## src/rtl/sync_fifo_flex_if.sv

```systemverilog
// Handshake bundle for sync_fifo_flex: write side, read side, status.
// Carries parity_err only when SYNC_FIFO_FLEX_PARITY_EN is defined.
interface sync_fifo_flex_if #(
  parameter int DATA_WIDTH = 8,
  parameter int CNT_WIDTH  = 4
);
  logic                  wr_en;
  logic [DATA_WIDTH-1:0] wr_data;
  logic                  rd_en;
  logic [DATA_WIDTH-1:0] rd_data;
  logic                  rd_valid;
  logic                  full;
  logic                  afull;
  logic                  aempty;
  logic                  empty;
  logic [CNT_WIDTH-1:0]  data_cnt;
  logic                  overflow;
  logic                  underflow;
`ifdef SYNC_FIFO_FLEX_PARITY_EN
  logic                  parity_err;

  modport master (
    output wr_en, wr_data, rd_en,
    input  rd_data, rd_valid, full, afull, aempty, empty,
    input  data_cnt, overflow, underflow, parity_err
  );

  modport slave (
    input  wr_en, wr_data, rd_en,
    output rd_data, rd_valid, full, afull, aempty, empty,
    output data_cnt, overflow, underflow, parity_err
  );
`else
  modport master (
    output wr_en, wr_data, rd_en,
    input  rd_data, rd_valid, full, afull, aempty, empty,
    input  data_cnt, overflow, underflow
  );

  modport slave (
    input  wr_en, wr_data, rd_en,
    output rd_data, rd_valid, full, afull, aempty, empty,
    output data_cnt, overflow, underflow
  );
`endif
endinterface

```

## src/rtl/sync_fifo_flex.sv

```systemverilog
// Single-clock FIFO: any depth >= 2, standard or FWFT read, error pulses.
// Optional per-entry even parity with SYNC_FIFO_FLEX_PARITY_EN.
module sync_fifo_flex #(
  parameter int DATA_WIDTH  = 8,
  parameter int FIFO_DEPTH  = 8,
  parameter int FIFO_AFULL  = FIFO_DEPTH - 1,
  parameter int FIFO_AEMPTY = 1,
  parameter int FWFT_MODE   = 0,
  parameter int CNT_WIDTH   = $clog2(FIFO_DEPTH + 1)
) (
  input  logic             clk,
  input  logic             rst,
  sync_fifo_flex_if.slave  bus
);

`ifdef SYNC_FIFO_FLEX_PARITY_EN
  localparam int MEM_W = DATA_WIDTH + 1;
`else
  localparam int MEM_W = DATA_WIDTH;
`endif
  localparam int PTR_W = $clog2(FIFO_DEPTH);
  localparam logic [PTR_W-1:0] LAST = PTR_W'(FIFO_DEPTH - 1);

  if (FIFO_DEPTH < 2) begin : g_bad_depth
    $error("sync_fifo_flex: FIFO_DEPTH must be >= 2");
  end
  if (FIFO_AFULL < 1 || FIFO_AFULL > FIFO_DEPTH) begin : g_bad_afull
    $error("sync_fifo_flex: FIFO_AFULL out of range");
  end
  if (FIFO_AEMPTY < 0 || FIFO_AEMPTY > FIFO_DEPTH - 1) begin : g_bad_aempty
    $error("sync_fifo_flex: FIFO_AEMPTY out of range");
  end

  logic [MEM_W-1:0]     mem [FIFO_DEPTH];
  logic [PTR_W-1:0]     wr_ptr;
  logic [PTR_W-1:0]     rd_ptr;
  logic [CNT_WIDTH-1:0] cnt;
  logic                 ovf_q;
  logic                 unf_q;
  logic                 is_full;
  logic                 is_empty;
  logic                 wr_ok;
  logic                 rd_ok;
  logic [MEM_W-1:0]     entry_in;
  logic [MEM_W-1:0]     head;

  function automatic logic [PTR_W-1:0] inc(
    input logic [PTR_W-1:0] p
  );
    return (p == LAST) ? '0 : p + 1'b1;
  endfunction

  assign is_full  = (cnt == CNT_WIDTH'(FIFO_DEPTH));
  assign is_empty = (cnt == '0);
  assign wr_ok    = bus.wr_en & ~is_full;
  assign rd_ok    = bus.rd_en & ~is_empty;
  assign head     = mem[rd_ptr];

`ifdef SYNC_FIFO_FLEX_PARITY_EN
  assign entry_in = {^bus.wr_data, bus.wr_data};
`else
  assign entry_in = bus.wr_data;
`endif

  assign bus.full      = is_full;
  assign bus.empty     = is_empty;
  assign bus.afull     = (cnt >= CNT_WIDTH'(FIFO_AFULL));
  assign bus.aempty    = (cnt <= CNT_WIDTH'(FIFO_AEMPTY));
  assign bus.data_cnt  = cnt;
  assign bus.overflow  = ovf_q;
  assign bus.underflow = unf_q;

  // Storage has no reset; only pointers and count define validity.
  always_ff @(posedge clk) begin
    if (wr_ok) begin
      mem[wr_ptr] <= entry_in;
    end
  end

  always_ff @(posedge clk or posedge rst) begin
    if (rst) begin
      wr_ptr <= '0;
      rd_ptr <= '0;
      cnt    <= '0;
      ovf_q  <= 1'b0;
      unf_q  <= 1'b0;
    end else begin
      ovf_q <= bus.wr_en & is_full;
      unf_q <= bus.rd_en & is_empty;
      if (wr_ok) begin
        wr_ptr <= inc(wr_ptr);
      end
      if (rd_ok) begin
        rd_ptr <= inc(rd_ptr);
      end
      unique case ({wr_ok, rd_ok})
        2'b10:   cnt <= cnt + 1'b1;
        2'b01:   cnt <= cnt - 1'b1;
        default: cnt <= cnt;
      endcase
    end
  end

  if (FWFT_MODE != 0) begin : g_fwft
    // Head word is shown combinationally; zero while nothing is stored.
    assign bus.rd_valid = ~is_empty;
    assign bus.rd_data  = is_empty ? '0 : head[DATA_WIDTH-1:0];
  end else begin : g_std
    logic [DATA_WIDTH-1:0] rd_data_q;
    logic                  rd_valid_q;

    always_ff @(posedge clk or posedge rst) begin
      if (rst) begin
        rd_data_q  <= '0;
        rd_valid_q <= 1'b0;
      end else begin
        rd_valid_q <= rd_ok;
        if (rd_ok) begin
          rd_data_q <= head[DATA_WIDTH-1:0];
        end
      end
    end

    assign bus.rd_valid = rd_valid_q;
    assign bus.rd_data  = rd_data_q;
  end

`ifdef SYNC_FIFO_FLEX_PARITY_EN
  logic par_q;

  // An intact entry XORs to zero, so any odd bit count flags an error.
  always_ff @(posedge clk or posedge rst) begin
    if (rst) begin
      par_q <= 1'b0;
    end else begin
      par_q <= rd_ok & (^head);
    end
  end

  assign bus.parity_err = par_q;
`endif

endmodule

```

## src/flat_wrapper.sv

```systemverilog
// flat-port wrapper written by rule: the top's interface ports become plain ports
module sync_fifo_flex_flat 
#(
  parameter int DATA_WIDTH  = 8,
  parameter int FIFO_DEPTH  = 8,
  parameter int FIFO_AFULL  = FIFO_DEPTH - 1,
  parameter int FIFO_AEMPTY = 1,
  parameter int FWFT_MODE   = 0,
  parameter int CNT_WIDTH   = $clog2(FIFO_DEPTH + 1)
)
  (clk, rst, bus_wr_en, bus_wr_data, bus_rd_en, bus_rd_data, bus_rd_valid, bus_full, bus_afull, bus_aempty, bus_empty, bus_data_cnt, bus_overflow, bus_underflow);
  sync_fifo_flex_if #(.DATA_WIDTH(DATA_WIDTH), .CNT_WIDTH(CNT_WIDTH)) bus_i ();
  input  logic clk;
  input  logic rst;
  input wire logic [$bits(bus_i.wr_en)-1:0] bus_wr_en;
  input wire logic [$bits(bus_i.wr_data)-1:0] bus_wr_data;
  input wire logic [$bits(bus_i.rd_en)-1:0] bus_rd_en;
  output wire logic [$bits(bus_i.rd_data)-1:0] bus_rd_data;
  output wire logic [$bits(bus_i.rd_valid)-1:0] bus_rd_valid;
  output wire logic [$bits(bus_i.full)-1:0] bus_full;
  output wire logic [$bits(bus_i.afull)-1:0] bus_afull;
  output wire logic [$bits(bus_i.aempty)-1:0] bus_aempty;
  output wire logic [$bits(bus_i.empty)-1:0] bus_empty;
  output wire logic [$bits(bus_i.data_cnt)-1:0] bus_data_cnt;
  output wire logic [$bits(bus_i.overflow)-1:0] bus_overflow;
  output wire logic [$bits(bus_i.underflow)-1:0] bus_underflow;
  assign bus_i.wr_en = bus_wr_en;
  assign bus_i.wr_data = bus_wr_data;
  assign bus_i.rd_en = bus_rd_en;
  assign bus_rd_data = bus_i.rd_data;
  assign bus_rd_valid = bus_i.rd_valid;
  assign bus_full = bus_i.full;
  assign bus_afull = bus_i.afull;
  assign bus_aempty = bus_i.aempty;
  assign bus_empty = bus_i.empty;
  assign bus_data_cnt = bus_i.data_cnt;
  assign bus_overflow = bus_i.overflow;
  assign bus_underflow = bus_i.underflow;
  sync_fifo_flex #(.DATA_WIDTH(DATA_WIDTH), .FIFO_DEPTH(FIFO_DEPTH), .FIFO_AFULL(FIFO_AFULL), .FIFO_AEMPTY(FIFO_AEMPTY), .FWFT_MODE(FWFT_MODE), .CNT_WIDTH(CNT_WIDTH)) u_core (.clk(clk), .rst(rst), .bus(bus_i));
endmodule
```

## config.mk

```make
export PLATFORM = sky130hd
export DESIGN_NAME = sync_fifo_flex_flat
export DESIGN_NICKNAME = d
export VERILOG_FILES = /design/src/rtl/sync_fifo_flex_if.sv /design/src/rtl/sync_fifo_flex.sv /design/src/flat_wrapper.sv
export SDC_FILE = /design/constraint.sdc
export NUM_CORES = 1
export LEC_CHECK = 0
export CAP_MARGIN = 20
export CORE_AREA = 2 2 114 116
export CTS_CLUSTER_DIAMETER = 60
export CTS_CLUSTER_SIZE = 12
export DETAILED_ROUTE_END_ITERATION = 7
export DIE_AREA = 0 0 116 118
export PLACE_DENSITY = 0.54
export SETUP_SLACK_MARGIN = 0.3
export SYNTH_ARGS = -nofsm -noshare
export SYNTH_HDL_FRONTEND = slang
export SYNTH_SLANG_ARGS = --single-unit
```

## constraint.sdc

```tcl
create_clock -name clk -period 3.5 [get_ports clk]
set_input_delay 0.35 -clock clk [delete_from_list [all_inputs] [get_ports clk]]
set_output_delay 0.35 -clock clk [all_outputs]
set_load 0.03 [all_outputs]
```

# Word level (Yosys, flattened, before mapping)
# Memory sizes are Yosys's and may differ from the RTL's. A register that Yosys moved wholly into a read port is not among the register bits.
# Cells that the tools add are included.
op_classes:
  mux: 5
  eq_ne: 5
  div_mod_pow: 0
  shifts: 0
  add_sub_neg: 4
  n_lt_le_gt_ge: 2
  n_reduce_logical: 2
  bitwise_logic: 6
  multipliers: 0
ops:
  columns: ["cell", "n"]
  rows:
  - ["one-hot mux 4 bit (2 select lines)", 1]
  - ["adder 3 x 1 -> 3 bit (second input constant)", 2]
  - ["== test 3 bit (second input constant)", 2]
  - ["2-to-1 mux 3 bit", 2]
  - ["adder 4 x 1 -> 4 bit (second input constant)", 1]
  - ["AND 1 bit", 4]
  - ["== test 4 bit (second input constant)", 1]
  - [">= comparator 4 x 3 -> 1 bit (second input constant)", 1]
  - ["<= comparator 4 x 1 -> 1 bit (second input constant)", 1]
  - ["logical NOT 4 bit", 1]
  - ["subtractor 4 x 1 -> 4 bit (second input constant)", 1]
  - ["== test 2 x 1 -> 1 bit (second input constant)", 1]
  - ["== test 2 bit (second input constant)", 1]
  - ["2-to-1 mux 1 bit", 2]
  - ["NOT 1 bit", 2]
  - ["nonzero test 2 bit", 1]
totals:
  in_bits: 12
  output_inout_bits: 19
  regBits: 13
  rom_bits: 0
  ramBits: 64
  latch_bits: 0
  mem_count: 1
  wordCells: 31
mem_list:
  columns: ["memory", "words", "word_bits", "read_ports", "rd_ports_with_merged_regs", "write_ports", "line_no", "source"]
  rows:
  - ["u_core.mem", 8, 8, 1, 1, 1, "sync_fifo_flex.sv:34", "logic [MEM_W-1:0] mem [FIFO_DEPTH];"]

# Depth between registers and ports, before layout
# Gate-level depths: netlist of the first run.
depth:
  word_depth: 5
  mapped_depth: 10
  depth_no_buf: 9

# Worst setup path before layout of the first run
# No wires, ideal clock.
synth_timing:
  kind: "flip-flop to flip-flop"
  start: "register u_core.cnt[0], in the netlist u_core.bus.data_cnt[0]"
  end: "register u_core.cnt[3], in the netlist u_core.bus.data_cnt[3]"
  t_required_ns: 3.419
  stages_incl_launch_ff: 11
  path_buffers: 1
  period_less_slack_ns: 2.490
  setup_slack_ns: 1.010
  setup_time_ns: 0.081
  arrival_ns: 2.409
  cell_sequence: "dfrtp_1 > inv_1 > ha_1 > nor3b_1 > nand2b_1 > buf_4 > inv_1 > ha_1 > or4b_1 > a21oi_2 > xor2_1"
synth_via:
  elab_chain_cells: 5
  word_cells_on_any_way: 12
  cone_classes: "add/sub: 2; eq/ne: 3; mux: 1; bitwise: 4; reduce/logical: 2"
synth_lines:
  columns: ["item", "line_no", "source"]
  rows:
  - ["start: declaration", "sync_fifo_flex.sv:37", "logic [CNT_WIDTH-1:0] cnt;"]
  - ["start signal: assignment", "sync_fifo_flex.sv:97", "2'b10: cnt <= cnt + 1'b1;"]
  - ["start signal: assignment", "sync_fifo_flex.sv:98", "2'b01: cnt <= cnt - 1'b1;"]
  - ["start signal: assignment", "sync_fifo_flex.sv:99", "default: cnt <= cnt;"]
  - ["logical NOT 4 bit *", "sync_fifo_flex.sv:54", "assign is_empty = (cnt == '0);"]
  - ["NOT 1 bit *", "sync_fifo_flex.sv:56", "assign rd_ok = bus.rd_en & ~is_empty;"]
  - ["AND 1 bit *", "sync_fifo_flex.sv:56", null]
  - ["net u_core.rd_ok", "sync_fifo_flex.sv:43", "logic rd_ok;"]
  - ["== test 2 x 1 -> 1 bit / == test 2 bit (equally long branches)", "sync_fifo_flex.sv:96", "unique case ({wr_ok, rd_ok})"]
  - ["one-hot mux 4 bit (2 select lines) / nonzero test 2 bit (equally long branches)", null, null]
# Mark *: on every way through the listed nets, which the timed path passes. The rest lies on a longest branch.
# A chain may end at the register's enable or synchronous reset.

# Worst setup path after layout of the first run
# Same ends and word-level chain as after synthesis.

==> metrics.txt, run 1 <==
TNS Setup=0 ps; power per cell area=867.2 nW/um^2; Syn Area/Cell=16.16 sq um; number of synthesized flops with an enable pin=64; Placement Rows=41; # diodes=0; Synth cell types=34; CP max stage cell=dfrtp_1; CTS Buf Count=9; design area=4338 sq um; Synth Instances=218; DR vias=1920; status=finished clean; initial antenna violation count=0; most common cell in the synthesized netlist=edfxtp_1; max incr delay on CP=470 ps; routability cong.=0.7049; Async SR Flop Fraction=0.2471; Hold Path Class=in -> async; Final Max Tran Viols=0; Final #Nets=281; CTS tree=done; Die Area=13690 sq um; Yosys reg bits=85; post-cts sizing count=0; Synth area leaders=edfxtp_1, dfrtp_1, mux2_2; Via-to-Cell Ratio=4.394; largest net degree at the start of global routing=36; Area Overhead vs Synth=23.16%; worst-case clock buffer depth=2; H-Tree Depth=3; CTS Sinks=85; final setup fails=0; Core Box Area=12410 sq um; vias in the first global route=1931; Worst-Skew Late Latency=330 ps; CP Cell Sequence=inv_1 -> ha_1 -> nor3b_1 -> buf_4 -> nand2b_1 -> buf_4 -> inv_1 -> ha_1 -> or4b_1 -> a21oi_2 -> xor2_1; Max Cap Viol=0; final worst path period need=2609 ps; CP required=3760 ps; clock skew=7.022 ps; Slew HR=0.4043; CTS root buf=clkbuf_16; antenna-violating nets left=0; drt first-iter violations=64; worst vdd ir=0.0002761 V; commonest cells in the netlist=edfxtp_1, dfrtp_1, mux2_2; RSZ-0062 raised after global routing=no; GRT overflow=0; # IOs=31; chip width=116 um; Leakage=1.575 nW; register area share after synthesis=0.6948; Arrival @ worst endpoint=2870 ps; Max Freq=383.3 MHz; type of origin of the critical path=flip-flop; multi-input logic area=988.4 sq um; CP Capture Type=flip-flop; share of layout cells above drive strength 1=0.1925; Critical Path Fanout Max=12; Total GRT Usage=0.1119; die height=118 um; Synth top area share=0.5456; DRC violations left=0; YS warnings=0; wire length per cell=16.20 um; Mapped Area=3522 sq um; Final Hold Viols=0; first-pass GRT wire length=11.05 mm; DR pass1 iterations=4; crit share post-route=0.7454; Post-DP Area=4049 sq um; post-CTS setup buffer count=0; Initial Utilization=0.2837; CTS Hold Buffers Added=0; port buffer count=30; register area=2447 sq um; Slew @ Worst Pin=890.3 ps; CP Class=reg -> reg; Post-Syn Nets=238; layout filler cell count=1225; WL final=7.078 mm; Synth area leader=edfxtp_1; hpwl dp=4.514 mm; clk slew on worst S/H paths=60 ps; Synth Flop Type=edfxtp_1
placed cells by master (no fill, tap or decap), drive strengths merged, types with 4 or more instances in the layout:
cell,netlist,final
edfxtp,64,64
clkdlybuf4s50,0,30
mux2,21,21
dfrtp,21,21
mux2i,17,17
o21ai,11,11
buf,7,10
clkbuf,1,9
o22ai,8,8
nor2,8,8
a22o,8,8
ha,8,8
o31ai,8,8
inv,6,7
nand2b,5,5
nor3,5,5
nand2,4,4
power breakdown:
group | switching, mW | internal (mW)
sequential | 0.158 | 1.32
clock | 0.379 | 0.548
combinational | 0.754 | 0.603
sequential cells by signal, summed over array words and instances (netlist names):
signal,count
u_core.bus.data_cnt,4
u_core.bus.overflow,1
u_core.bus.underflow,1
u_core.wr_ptr,3
u_core.rd_ptr,3
u_core.bus.rd_valid,1
u_core.bus.rd_data,8
u_core.mem,64
per-stage QoR:
stage	util	hold WS (ps)	cells	power (mW)	worst slack, ps
floorplan	-	326.5	218	2.427	1010
global placement	0.3261	531.3	422	2.860	986.9
detailed placement	0.3261	532.8	422	2.875	901.5
CTS	0.3494	546.0	437	3.806	874.0
global route	0.3494	576.4	437	3.977	715.3
finish	0.3494	493.9	437	3.762	891.1
worst max-delay path: cells and delay by family (launching register included):
family	cells	cell delay, ps
buffers and inverters	4	530
AO/OA/AOI/OAI	1	150
AND/OR/NAND/NOR	3	770
XOR/XNOR	1	140
adder cells (fa/ha/maj)	2	470
flip-flops	1	470
routing by layer:
layer  up-vias  part of all wire  global-route usage
met5         -                 0                   0
met3         7             0.050             0.03656
met1       952              0.48              0.1531
met2        41              0.46              0.1667
li1        920                 -                   -
met4         0             0.014             0.03795
worst paths after layout:
| kind | to | slack (ps) | cells after the start | startpoint |
|---|---|---|---|---|
| max | u_core.bus.data_cnt[3] | 890 | 11 | u_core.bus.data_cnt[0] |
| min | u_core.bus.data_cnt[3] | 490 | 2 | rst |
| max reg2reg | u_core.bus.data_cnt[3] | 890 | 11 | u_core.bus.data_cnt[0] |
| min reg2reg | u_core.bus.rd_data[3] | 540 | 2 | u_core.bus.rd_data[3] |
| max in group asynchronous | u_core.wr_ptr[1] | 2470 | 2 | rst |
| min in group clk | u_core.bus.rd_data[3] | 540 | 2 | u_core.bus.rd_data[3] |
final cells by class:
class	instances	share of cell area
Sequential cell	85	0.5642
Multi-Input combinational cell	119	0.2279
Timing Repair Buffer	40	0.08653
Clock buffer	9	0.05192
Tap cell	172	0.04961
Clock inverter	6	0.01471
Inverter	6	0.005192
cells by family (layout without fill, tap and decap cells):
kind of cell,Yosys count,in the layout,share of synthesized area
flops,85,85,0.6948
mux,38,38,0.1155
compound gates,37,37,0.07567
simple gates,32,32,0.04938
buf+inv,14,61,0.02628
fa+ha+maj,8,8,0.02842
xor+xnor,4,4,0.009949
(Power assumes the default switching activity.)
==> inputs of run 2 (changes only) <==
- PLACE_DENSITY: 0.54 -> 0.56
- clock period: 3.5 -> 2.3 ns (I/O delays scaled with it)
==> run 2 against run 1 <==
Against the previous run: die area stayed put; sequential power is 51% higher; largest cell class unchanged; sequential share of layout area is 2.0 points lower; clock skew is 2.9 ps higher; clock power is 68% higher; via count is 2.2% higher; critical endpoint unchanged; total power is 60% higher; register-to-register slack worse by 500 ps; critical path depth is 2 lower; setup slack worse by 500 ps; global-route usage is 0.12 points higher; combinational power is 65% higher.
==> metrics.txt, run 2 (same netlist as run 1, synthesis figures left out) <==
status=finished clean; clk slew on worst S/H paths=70 ps; vias in the first global route=1984; # diodes=0; Final Hold Viols=0; TNS Setup=0 ps; Max Cap Viol=0; Slew @ Worst Pin=696.7 ps; Critical Path Fanout Max=4; final setup fails=0; Core Box Area=12410 sq um; register with the most flip-flops=u_core.mem; CTS Buf Count=9; Area Overhead vs Synth=27.89%; Worst-Skew Late Latency=340 ps; Via-to-Cell Ratio=4.379; type of origin of the critical path=flip-flop; WL final=7.185 mm; Worst Setup EP=u_core.bus.data_cnt[3]; total power=6.027 mW; end of the worst register-to-register path=u_core.bus.data_cnt[3]; layout filler cell count=1217; port buffer count=30; wire length per cell=16.04 um; CTS Hold Buffers Added=0; combinational power share=0.371; die height=118 um; most frequent cells in the layout=edfxtp_1, clkdlybuf4s50_1, mux2_2, buf_4, dfrtp_1; clock power share=0.259; CTS root buf=clkbuf_16; Slew HR=0.5338; sequential power share=0.370; final worst path period need=1906 ps; most common cell after layout, fill and taps aside=edfxtp_1; GRT overflow=0; worst r2r src=u_core.bus.data_cnt[0]; hpwl dp=4.476 mm; DR pass1 iterations=4; Final #Nets=291; reg2reg setup slack=390 ps; Largest register FFs=64; CP Capture Type=flip-flop; RSZ-0062 raised after global routing=no; DR vias=1962; Max Freq=524.6 MHz; first-pass GRT wire length=11.29 mm; power per cell area=1338 nW/um^2; CTS tree=done; H-Tree Depth=3; Final Max Tran Viols=0; Hold Path Class=in -> async; DRC violations left=0; Setup crit start=u_core.bus.data_cnt[0]; CP Class=reg -> reg; # IOs=31; clock skew=9.945 ps; drt first-iter violations=74; CP Cell Sequence=inv_2 -> ha_4 -> nor3b_1 -> nand2b_4 -> inv_4 -> ha_4 -> or4b_4 -> a21oi_2 -> xor2_1; Arrival @ worst endpoint=2160 ps; Leakage=1.657 nW; worst-case clock buffer depth=2; Switching Fraction=0.3353; cell-internal power=4.006 mW; reg2reg path depth=9; share of layout cells above drive strength 1=0.2645; Total GRT Usage=0.1130; Sw Pwr=2.021 mW; largest net degree at the start of global routing=36; CTS Sinks=85; antenna-violating nets left=0; max incr delay on CP=450 ps; chip width=116 um; CP max stage cell=or4b_4; crit share post-route=0.8288; worst vdd ir=0.0004075 V; Initial Utilization=0.2837; CP most frequent cell=ha_4; Placement Rows=41; initial antenna violation count=0; CP required=2560 ps; routability cong.=0.6929; Die Area=13690 sq um
==> run 2: changes by cell type in the layout (fill, tap and decap cells not counted), sizes merged <==
cell and delta:
dlygate4sd2 +3, clkdlybuf4s50 -4, bufinv +1, buf +11, clkbuf +1, clkinv -2, inv +1
==> run 2: how the worst min path moves through the flow <==
stage | cells past startpoint | to
finish | 3 | u_core.bus.rd_data[3]
global route | 3 | u_core.bus.rd_data[1]
CTS | 3 | u_core.bus.rd_data[3]
detailed placement | 2 | u_core.bus.rd_data[1]
global placement | 2 | u_core.bus.rd_data[1]
floorplan | 1 | u_core.bus.data_cnt[2]
==> run 2: power groups by stage <==
stage,Sequential [mW],Clock (mW),Combinational [mW]
global route,2.27,1.67,2.43
global placement,2.26,0,2.17
CTS,2.24,1.60,2.24
finish,2.23,1.56,2.24
floorplan,2.46,0,1.30
detailed placement,2.28,0,2.19
==> run 2: through the flow <==
| step | worst slack [ps] | hold slack (ps) | util | std cells | area (sq um) |
|---|---|---|---|---|---|
| 6_report | 393.8 | 228.7 | 0.3628 | 448 | 4504 |
| 5_1_grt | 282.2 | 255.0 | 0.3628 | 448 | 4504 |
| 4_1_cts | 309.7 | 240.2 | 0.3608 | 445 | 4479 |
| 3_5_place_dp | 233.1 | 514.0 | 0.3323 | 425 | 4125 |
| 3_3_place_gp | 290.3 | 504.4 | 0.3323 | 425 | 4125 |
| 2_1_floorplan | 97.62 | 206.4 | - | 218 | 3576 |
==> run 2: what timing repair did <==
| action | in CTS | in global routing |
|---|---|---|
| hold endpoints to repair | 0 | 0 |
| buffers inserted | 4 | 3 |
| gates resized for setup | 4 | 1 |
| pin swaps | 1 | 2 |
| setup endpoints to repair | 4 | 2 |
==> run 2: critical path, delay by kind of cell, from the launching register on <==
kind	cells	cell delay, ps
flip-flops	1	390
AO/OA/AOI/OAI	1	140
AND/OR/NAND/NOR	3	750
XOR/XNOR	1	140
adder cells (fa/ha/maj)	2	280
buffers and inverters	2	110
==> run 2: cell type report <==
type / count / area [sq um] / area share
Timing Repair Buffer: 50 / 456.7 / 0.1014
Clock buffer: 10 / 229.0 / 0.05083
Inverter: 6 / 25.02 / 0.005556
Sequential cell: 85 / 2450 / 0.5439
Multi-Input combinational cell: 119 / 1035 / 0.2297
Tap cell: 172 / 215.2 / 0.04778
Clock inverter: 6 / 93.84 / 0.02083
==> run 2: routing by layer <==
metal  vias up  global-route usage  part of all wire
met5         -                   0                 0
met4         0             0.04911             0.023
met3        16             0.02935             0.032
met2        30              0.1791              0.50
met1       971              0.1450              0.44
li1        945                   -                 -
==> inputs of run 3 (changes only) <==
- PLACE_DENSITY: 0.56 -> 0.54
- clock period: 2.3 -> 1.99 ns (I/O delays scaled with it)
==> run 3 against run 2 <==
Against the previous run: utilization up 1.8 points; sequential power is 17% higher; global-route usage grew 0.58 points; total power grew 20%; combinational power up 32%; clock power increased by 6%; non-clock buffer count increased by 12; via count grew 7.1%; die area is the same; register-to-register slack lost 270 ps.
==> metrics.txt, run 3 (same netlist as run 1, synthesis figures left out) <==
crit share post-route=0.9373; combinational power share=0.409; wire length per cell=17.14 um; met2 GRT Util=0.1773; Initial Utilization=0.2837; CP required=2250 ps; Die Area=13690 sq um; Largest register FFs=64; Switching Fraction=0.3449; RSZ-0062 raised after global routing=yes; H-Tree Depth=3; Placement Setup Slack=63.04 ps; setup ws final=124.8 ps; WL final=7.885 mm; clk slew on worst S/H paths=60 ps; Sw Pwr=2.485 mW; antenna-violating nets left=0; Arrival @ worst endpoint=2120 ps; clock power share=0.230; Slew @ Worst Pin=493.5 ps; vias in the first global route=2040; # diodes=0; post-layout util=0.3806; Max Freq=536.1 MHz; GRT overflow=0; CTS tree=done; met1 usage=0.1626; worst vdd ir=0.0006784 V; CP Cell Sequence=inv_2 -> ha_4 -> nor3b_4 -> nand2b_4 -> inv_4 -> ha_4 -> or4b_4 -> a21oi_2 -> xor2_1; CP Class=reg -> reg; hold_ws=226.8 ps; DR pass1 iterations=4; port buffer count=30; worst r2r src=u_core.bus.data_cnt[0]; largest net degree at the start of global routing=36; Hold Path Class=in -> async; Worst-Skew Late Latency=330 ps; Max Cap Viol=0; most frequent cells in the layout=edfxtp_1, clkdlybuf4s50_1, mux2_2, buf_4, dfrtp_1; cell-internal power=4.719 mW; Final #Nets=303; Non-Filler Instances=460; Post-DP Area=4212 sq um; CP most frequent cell=ha_4; Final Max Tran Viols=0; Total GRT Usage=0.1188; Area Overhead vs Synth=34.14%; CTS root buf=clkbuf_16; Core Box Area=12410 sq um; Placement Rows=41; Leakage=1.741 nW; drt first-iter violations=88; design area=4725 sq um; register with the most flip-flops=u_core.mem; CP Capture Type=flip-flop; final worst path period need=1865 ps; type of origin of the critical path=flip-flop; Final Hold Viols=0; Global Route met3 Usage=0.04068; chip width=116 um; CTS Sinks=85; final setup fails=0; share of layout cells above drive strength 1=0.3368; CTS Buf Count=9; clock skew=5.203 ps; status=finished clean; Slew HR=0.6710; most common cell after layout, fill and taps aside=edfxtp_1; Setup crit start=u_core.bus.data_cnt[0]; worst-case clock buffer depth=2; total power=7.204 mW; CTS Hold Buffers Added=0; max incr delay on CP=450 ps; CP max stage cell=or4b_4; TNS Setup=0 ps; sequential power share=0.360; hpwl dp=4.718 mm; Critical Path Fanout Max=3; die height=118 um; most used routing layer in global routing=met2; first-pass GRT wire length=11.70 mm; Via-to-Cell Ratio=4.570; Inst Count DP=429; initial antenna violation count=0; DR vias=2102; # IOs=31; routability cong.=0.7306; power per cell area=1525 nW/um^2; DRC violations left=0
==> run 3: changes by cell type in the layout (fill, tap and decap cells not counted), sizes merged <==
| cell | previous run | this run |
|---|---|---|
| buf | 21 | 36 |
| bufinv | 2 | 1 |
| clkdlybuf4s50 | 26 | 22 |
| clkinv | 1 | 2 |
| clkinvlp | 1 | 2 |
| dlygate4sd2 | 3 | 4 |
| inv | 8 | 7 |
==> run 3: critical path, delay by kind of cell, from the launching register on <==
kind,cells,cell delay [ps]
xor gates and xnor gates,1,140
and+or+nand+nor,3,740
DFF,1,360
buffers and inverters,2,120
adders and majority gates,2,280
AOI/OAI and AO/OA,1,140
==> run 3: timing repair <==
| item | CTS | global route |
|---|---|---|
| endpoints found under the hold margin | 0 | 0 |
| resized for setup | 18 | 24 |
| buffers inserted | 7 | 8 |
| setup endpoints to repair | 68 | 73 |
| pin swaps | 6 | 3 |
==> run 3: final cells by class <==
type | count | area (sq um)
clock inverter | 6 | 61.31
inverter | 6 | 25.02
clock buffer | 10 | 239.0
tap | 172 | 215.2
sequential | 85 | 2450
timing repair buffer | 62 | 620.6
fill | 1206 | 7690
multi-input combinational | 119 | 1114
==> run 3: final timing paths <==
kind,endpoint,slack (ps),depth (start not counted)
max in group asynchronous,u_core.bus.data_cnt[0],1480,3
hold / removal,u_core.bus.rd_data[7],230,3
hold reg to reg,u_core.bus.rd_data[1],520,2
min in group clk,u_core.bus.rd_data[1],520,2
setup / recovery,u_core.bus.data_cnt[3],120,9
setup reg to reg,u_core.bus.data_cnt[3],120,9
==> run 3: layer usage <==
metal	vias up	part of all wire
met2	48	0.46
li1	972	-
met4	0	0.015
met3	10	0.041
met1	1072	0.48
met5	-	0
==> run 3: power by group through the flow <==
stage | clock network [mW] | registers (mW) | logic, mW
6_report | 1.66 | 2.60 | 2.95
5_1_grt | 1.77 | 2.64 | 3.17
2_1_floorplan | 0 | 2.87 | 1.57
3_5_place_dp | 0 | 2.63 | 2.75
4_1_cts | 1.70 | 2.60 | 2.80
3_3_place_gp | 0 | 2.62 | 2.70
